## config.mk

```make
export PLATFORM = sky130hd
export DESIGN_NAME = glitc_dna_reader
export DESIGN_NICKNAME = d
export VERILOG_FILES = /design/src/rtl/glitc_pkg.sv /design/src/rtl/glitc_dna_reader.sv
export SDC_FILE = /design/constraint.sdc
export NUM_CORES = 1
export LEC_CHECK = 0
export BUFFER_PORTS_ARGS = -buffer_cell sky130_fd_sc_hd__clkbuf_2
export CAP_MARGIN = 20
export CORE_UTILIZATION = 50
export DETAILED_ROUTE_END_ITERATION = 10
export PLACE_DENSITY = 0.74
export SYNTH_ARGS = -nofsm -noshare
export SYNTH_HDL_FRONTEND = slang
export SYNTH_SLANG_ARGS = --single-unit
```

## constraint.sdc

```tcl
create_clock -name user_clk_i -period 1.65 [get_ports user_clk_i]
set_input_delay 0.165 -clock user_clk_i [delete_from_list [all_inputs] [get_ports user_clk_i]]
set_output_delay 0.165 -clock user_clk_i [all_outputs]
set_load 0.05 [all_outputs]
```

## src/rtl/glitc_pkg.sv

```systemverilog
// Shared definitions for the GLITC DNA_PORT reader.
// States, register addresses, status bit indices and control bit positions.
package glitc_pkg;

    typedef enum logic [1:0] {
        ST_IDLE,
        ST_LOAD,
        ST_SHIFT,
        ST_DONE
    } dna_state_t;

    localparam logic [1:0] ADDR_CTRL   = 2'd0;
    localparam logic [1:0] ADDR_DNA_LO = 2'd1;
    localparam logic [1:0] ADDR_DNA_HI = 2'd2;
    localparam logic [1:0] ADDR_IDENT  = 2'd3;

    localparam int STAT_BUSY  = 0;
    localparam int STAT_VALID = 1;
    localparam int STAT_IGN   = 2;

    localparam int CTRL_START = 31;
    localparam int CTRL_CLEAR = 30;

endpackage

```

## src/rtl/glitc_dna_reader.sv

```systemverilog
// DNA_PORT readout sequencer exposed as four 32-bit user-bus registers.
// Optional GLITC_DNA_AUTOSTART_EN: start a readout right after reset.
module glitc_dna_reader
    import glitc_pkg::*;
#(
    parameter int          DNA_BITS  = 57,
    parameter int          SHIFT_DIV = 1,
    parameter logic [31:0] IDENT     = 32'h444E4152
) (
    input  logic        user_clk_i,
    input  logic        user_rst_i,
    input  logic [1:0]  user_addr_i,
    input  logic [31:0] user_dat_i,
    output logic [31:0] user_dat_o,
    input  logic        user_wr_i,
    input  logic        user_rd_i,
    input  logic        user_sel_i,
    output logic        dna_read_o,
    output logic        dna_shift_o,
    input  logic        dna_dout_i
);

    localparam logic [7:0] DIV_LAST = 8'(SHIFT_DIV - 1);
    localparam logic [6:0] BIT_LAST = 7'(DNA_BITS - 1);

    dna_state_t          r_state;
    dna_state_t          w_state_nxt;
    logic [7:0]          r_div;
    logic [6:0]          r_bits;
    logic [DNA_BITS-1:0] r_shreg;
    logic [DNA_BITS-1:0] r_dna;
    logic                r_valid;
    logic                r_ign;

    logic        w_wr_ctrl;
    logic        w_start;
    logic        w_go;
    logic        w_busy;
    logic        w_tick;
    logic [63:0] w_dna64;
    logic        w_unused;

    assign w_wr_ctrl = user_sel_i & user_wr_i
                     & (user_addr_i == ADDR_CTRL);
    assign w_start   = w_wr_ctrl & user_dat_i[CTRL_START];
    assign w_busy    = (r_state != ST_IDLE);
    assign w_tick    = (r_state == ST_SHIFT) && (r_div == DIV_LAST);
    assign w_dna64   = 64'(r_dna);
    assign w_unused  = &{1'b0, user_rd_i, user_dat_i[29:0]};

`ifdef GLITC_DNA_AUTOSTART_EN
    // High only in the first cycle after reset is released.
    logic r_auto;

    always_ff @(posedge user_clk_i) begin
        if (user_rst_i) begin
            r_auto <= 1'b1;
        end else begin
            r_auto <= 1'b0;
        end
    end

    assign w_go = w_start | r_auto;
`else
    assign w_go = w_start;
`endif

    always_ff @(posedge user_clk_i) begin
        if (user_rst_i) begin
            r_state <= ST_IDLE;
        end else begin
            r_state <= w_state_nxt;
        end
    end

    always_comb begin
        w_state_nxt = r_state;
        dna_read_o  = 1'b0;
        dna_shift_o = 1'b0;
        unique case (r_state)
            ST_IDLE: begin
                if (w_go) begin
                    w_state_nxt = ST_LOAD;
                end
            end
            ST_LOAD: begin
                dna_read_o  = 1'b1;
                w_state_nxt = ST_SHIFT;
            end
            ST_SHIFT: begin
                dna_shift_o = w_tick;
                if (w_tick && (r_bits == BIT_LAST)) begin
                    w_state_nxt = ST_DONE;
                end
            end
            ST_DONE: begin
                w_state_nxt = ST_IDLE;
            end
            default: begin
                w_state_nxt = ST_IDLE;
            end
        endcase
    end

    always_ff @(posedge user_clk_i) begin
        if (user_rst_i) begin
            r_div   <= '0;
            r_bits  <= '0;
            r_shreg <= '0;
            r_dna   <= '0;
            r_valid <= 1'b0;
            r_ign   <= 1'b0;
        end else begin
            // A start seen while busy outranks a clear in the same write.
            if (w_start && w_busy) begin
                r_ign <= 1'b1;
            end else if (w_wr_ctrl && user_dat_i[CTRL_CLEAR]) begin
                r_ign <= 1'b0;
            end
            unique case (r_state)
                ST_LOAD: begin
                    r_div   <= '0;
                    r_bits  <= '0;
                    r_shreg <= '0;
                    r_valid <= 1'b0;
                end
                ST_SHIFT: begin
                    if (w_tick) begin
                        r_div   <= '0;
                        r_bits  <= r_bits + 7'd1;
                        r_shreg <= {r_shreg[DNA_BITS-2:0], dna_dout_i};
                    end else begin
                        r_div <= r_div + 8'd1;
                    end
                end
                ST_DONE: begin
                    r_dna   <= r_shreg;
                    r_valid <= 1'b1;
                end
                default: begin
                end
            endcase
        end
    end

    always_comb begin
        user_dat_o = '0;
        unique case (user_addr_i)
            ADDR_CTRL: begin
                user_dat_o[STAT_BUSY]  = w_busy;
                user_dat_o[STAT_VALID] = r_valid;
                user_dat_o[STAT_IGN]   = r_ign;
            end
            ADDR_DNA_LO: user_dat_o = w_dna64[31:0];
            ADDR_DNA_HI: user_dat_o = w_dna64[63:32];
            ADDR_IDENT:  user_dat_o = IDENT;
            default:     user_dat_o = '0;
        endcase
    end

endmodule

```

## After elaboration in Yosys (flattened, before gate mapping)

Cells that the tools add are included.
W data, S select, Z words.

| cells by class | value |
|---|---|
| add/sub/neg operators | 2 |
| equal/unequal tests | 10 |
| muxes and demuxes | 16 |
| bitwise gates (word level) | 3 |
| reductions and logical operators | 13 |

Operators with widths:

| operator | number |
|---|---|
| $pmux W57 S2 | 1 |
| $pmux W29 S3 | 1 |
| $mux W57 | 1 |
| $pmux W8 S2 | 1 |
| $pmux W7 S2 | 1 |
| $pmux W3 S4 | 1 |
| $add A8 B1 Y8 const B | 1 |
| $eq A2 B2 Y1 const B | 4 |
| $logic_not A8 Y1 | 1 |
| $mux W8 | 1 |
| $pmux W2 S4 | 1 |
| $reduce_bool A2 Y1 | 4 |
| $add A7 B1 Y7 const B | 1 |
| $eq A7 B6 Y1 const B | 1 |
| $mux W7 | 1 |
| $eq A2 B1 Y1 const B | 2 |
| $logic_and A1 B1 Y1 | 4 |
| $logic_not A2 Y1 | 2 |
| $mux W1 | 4 |
| $mux W2 | 2 |
| $ne A2 B2 Y1 const B | 2 |
| $reduce_and A2 Y1 | 2 |
| $and A1 B1 Y1 | 3 |
| $ne A2 B1 Y1 const B | 1 |
| $pmux W1 S2 | 1 |

| storage, ports and cells | value |
|---|---|
| register bits | 133 |
| input bits | 40 |
| output and inout bits | 34 |
| logic and storage cells | 51 |

## Longest topological paths before layout

| logic depth | value |
|---|---|
| depth after elaboration | 5 |
| mapped depth | 10 |
| gate-level depth less buffers | 6 |

## Worst setup path after synthesis

OpenSTA, ideal clock, no wires.

| path | value |
|---|---|
| kind | input -> output |
| start point | input port user_addr_i[1] |
| end point | output port user_dat_o[0] |
| data arrival time | 1.873 ns |
| required time | 1.485 ns |
| slack | -0.388 ns |
| stages | 4 |
| path buffers | 2 |
| path through | clkbuf_1 > clkbuf_1 > a21oi_1 > o21ai_0 |

| between the ends | value |
|---|---|
| cells in the longest elaborated chain, start to end | 2 |
| elaborated cells on any way between the ends | 5 |
| classes of those cells | eq/ne (3); mux (1); reduce/logical (1) |

RTL lines:

| item | RTL line | source |
|---|---|---|
| start, declared | glitc_dna_reader.sv:12 | `input logic [1:0] user_addr_i,` |
| $eq A2 B2 Y1 (tied with other cells) | glitc_dna_reader.sv:148 | `unique case (user_addr_i)` |
| $pmux W3 S4 (*) | glitc_dna_reader.sv:148 |  |
| end, declared | glitc_dna_reader.sv:14 | `output logic [31:0] user_dat_o,` |

Mark *: on every way between the ends. The rest lies on a longest branch, timed or not.

## Worst setup path after layout

| path | value |
|---|---|
| start point | register r_div[7] |
| end point | output port dna_shift_o |

| between the ends | value |
|---|---|
| cells in the longest elaborated chain, start to end | 3 |

RTL lines:

| item | RTL line | source |
|---|---|---|
| start, declared | glitc_dna_reader.sv:28 | `logic [7:0] r_div;` |
| start signal, assigned | glitc_dna_reader.sv:133 | `r_div <= r_div + 8'd1;` |
| $logic_not A8 Y1 | glitc_dna_reader.sv:47 | `assign w_tick = (r_state == ST_SHIFT) && (r_div == DIV_LAST);` |
| $logic_and A1 B1 Y1 | glitc_dna_reader.sv:47 |  |
| $mux W1 | glitc_dna_reader.sv:80 | `unique case (r_state)` |
| end, declared | glitc_dna_reader.sv:19 | `output logic dna_shift_o,` |

No other way between the ends.

==> impl_metrics.yaml <==
critical_path:
  regToRegEndpoint: "r_shreg[41]$_SDFFE_PP0P_"
  setup_crit_end_kind: "output pin"
  critPathArrivalTime_ns: 1.74
  worst_setup_path_startpoint: "r_div[7]$_SDFFE_PP0P_"
  timing.critical_path.cells: "or4_4 > nor2_8 > clkbuf_16"
  path_class: "flop to output pin"
  worst_ep_required_time_ns: 1.48
  max_stage_delay_ns: 0.59
  r2r_slack_ns: -0.24
  crit_path_max_fanout: 2
  kind_of_start_point_of_the_critical_path: "flop"
  reg2regPathDepth: 8
  worstReg2RegStart: "r_div[7]$_SDFFE_PP0P_"
  worst_path_max_delay_cell: "or4_4"
clock_network:
  insertion_delay_ns: 0.52
  htree_levels: 4
  clock-root-buffer: "clkbuf_8"
  clk_pin_slew_ns: 0.06
  cts_buffer_depth: 2
  cts_made_buffers: 17
  tritoncts: "yes"
  cts_sinks: 133
route:
  first_iter_violations: 296
  finalWirelength_um: 13600
  firstDrtPassIters: 5
  post_drt_wl_per_cell_um: 17.5
  post_drt_via_cell_ratio: 5.76
  via_count: 4465
  remaining_drc_errors: 0
  ant_nets: 0
synthesis:
  synth_cell_type_count: 41
  ys_seq_area_frac: 0.501
  synth.cell_area_um2: 5310
  async_reset_ff_frac: 0
  synth_enable_flop_cells: 0
  avgSynthCellArea_um2: 9.50
  yosysWarningCount: 0
  ys_ff_latch: 133
  synthFlopType: "dfxtp_1"
  mappedNetlistNets: 608
  syn-instance-count: 559
sta:
  period_needed_ns: 1.90
  max_slew_margin: 0.659
  finalCritPeriodShare: 1.15
  worst-slew-pin-transition_ns: 0.504
  worst_slack_ns: -0.254
  hold_violations: 0
  timing.fmax_mhz: 525
  fin_setup_tns_ns: -11.32
  clock_skew_ns: 0.00709
  grt_setup_unrepaired: "yes"
  maxSlewViolCount: 0
  setup_viol: 71
final_layout:
  layout.cells.most_common_list: "nor2_1, dfxtp_1, mux2i_1"
  fin_area_um2: 7190
  drive_gt1_frac: 0.244
  layout_commonest_cell: "nor2_1"
  nFillCells: 705
  area_growth_syn_to_layout_pct: 35.3
  final_core_util: 0.696
  antenna-diode-count: 0
  finalNetCount: 676
die:
  fp.dieH_um: 105
  start_util: 0.515
  die_area_um2: 11000
  boundaryPins: 74
  die_width_um: 105
  design.core.area_um2: 10300
  std_cell_rows: 37
placed_design:
  port_buffers: 42
  gp_routability_congestion: 0.779
  place_hpwl_um: 7400
  dpl-instance-area_um2: 6150
power_and_ir_drop:
  total_power_w: 0.00920
  max-vdd-ir-drop_mv: 0.636
  leakagePower_nw: 2.63
  power-per-cell-area_nw_per_um2: 1280
outcome:
  run_status: "finished, violations left"
  violations: "setup timing"
global_route:
  number_of_global_route_vias_before_repair: 4187
  grt_pass1_wl_um: 20100
  maximum_number_of_pins_on_one_net_before_global_route_repair: 58
  globalRouteTotalUtil: 0.231
  grt_antenna_before_repair: 0
  grt.overflow.total: 0
hold_path:
  holdPathStages: 2
  timing.hold.worst.start: "user_rst_i"
  hold_class: "primary input to flop"
  min_delay_worst_endpoint: "r_bits[0]$_SDFFE_PP0P_"
run:
  max-cap-violations: 0
cell families after synthesis:
family	after synthesis	synth area share
AOI/OAI and AO/OA	112	0.158
xor gates and xnor gates	6	0.00989
adders and majority gates	9	0.0212
buffers and inverters	54	0.0476
DFF	133	0.501
muxes	59	0.111
and+or+nand+nor	186	0.151
worst max path at each step:
stage          slack, ns                       end
3_3_place_gp       -0.07     r_div[6]$_SDFFE_PP0P_
5_1_grt            -0.28               dna_shift_o
2_1_floorplan      -0.01             user_dat_o[0]
6_report           -0.25               dna_shift_o
3_5_place_dp       -0.13  r_shreg[27]$_SDFFE_PP0P_
4_1_cts            -0.28               dna_shift_o
worst max-delay path: cells and delay by family (launching register included):
kind          cells  cell delay, ns
buf+inv           1            0.17
flops             1            0.32
simple gates      2            0.73
synth_stat cells (4+ instances only):
cell type	instances	share of area
a22o_1	14	0.023
a21oi_1	20	0.019
nor2_1	145	0.10
nand2b_1	4	0.0047
dfxtp_1	133	0.50
buf_6	5	0.011
a22oi_1	58	0.082
inv_1	9	0.0064
a211oi_1	4	0.0057
ha_1	9	0.021
clkbuf_1	29	0.020
nor3_1	6	0.0057
buf_2	7	0.0066
mux2i_1	59	0.11
nand2_1	7	0.0049
and2_1	5	0.0059
sequential cells by signal, summed over array words and instances (netlist names):
| register | flops |
|---|---|
| r_bits | 7 |
| r_div | 8 |
| r_dna | 57 |
| r_ign | 1 |
| r_shreg | 57 |
| r_state | 2 |
| r_valid | 1 |
power by group:
group	leakage (nW)	switching (W)	internal (W)
registers	1.07	0.0000249	0.00324
clock network	0.291	0.00134	0.00240
logic	1.27	0.00123	0.000961
total	2.63	0.00260	0.00661
layout make-up:
type	count	area, µm²	share of cell area
flip-flops and latches	133	2670	0.371
inverters	9	33.8	0.00470
clock buffers	22	463	0.0644
well taps	136	170	0.0237
clock inverters	9	126	0.0176
repair buffers	94	1170	0.163
multi-input cells	372	2560	0.356
repair_timing:
| item | in CTS | in global routing |
|---|---|---|
| buffers inserted | 3 | 4 |
| gates cloned | 0 | 6 |
| pin swaps | 4 | 15 |
| endpoints found under the setup margin | 72 | 75 |
| gates resized for setup | 21 | 23 |
| hold buffers | 3 | 1 |
| hold endpoints to repair | 2 | 1 |
per-stage QoR:
step / std cells / hold WS [ns] / setup WS [ns]
2_1_floorplan: 559 / 0.327 / -0.0131
3_3_place_gp: 728 / 0.440 / -0.0676
3_5_place_dp: 728 / 0.439 / -0.133
4_1_cts: 765 / 0.00774 / -0.281
5_1_grt: 775 / 0.0369 / -0.285
6_report: 775 / 0.0396 / -0.254
metal layers:
metal / track usage / wire length, µm
met5: 0 / 0
met4: 0.0885 / 298
met3: 0.0524 / 667
met2: 0.377 / 6630
met1: 0.296 / 5970
No activity file was read; power rests on OpenSTA's default activity.
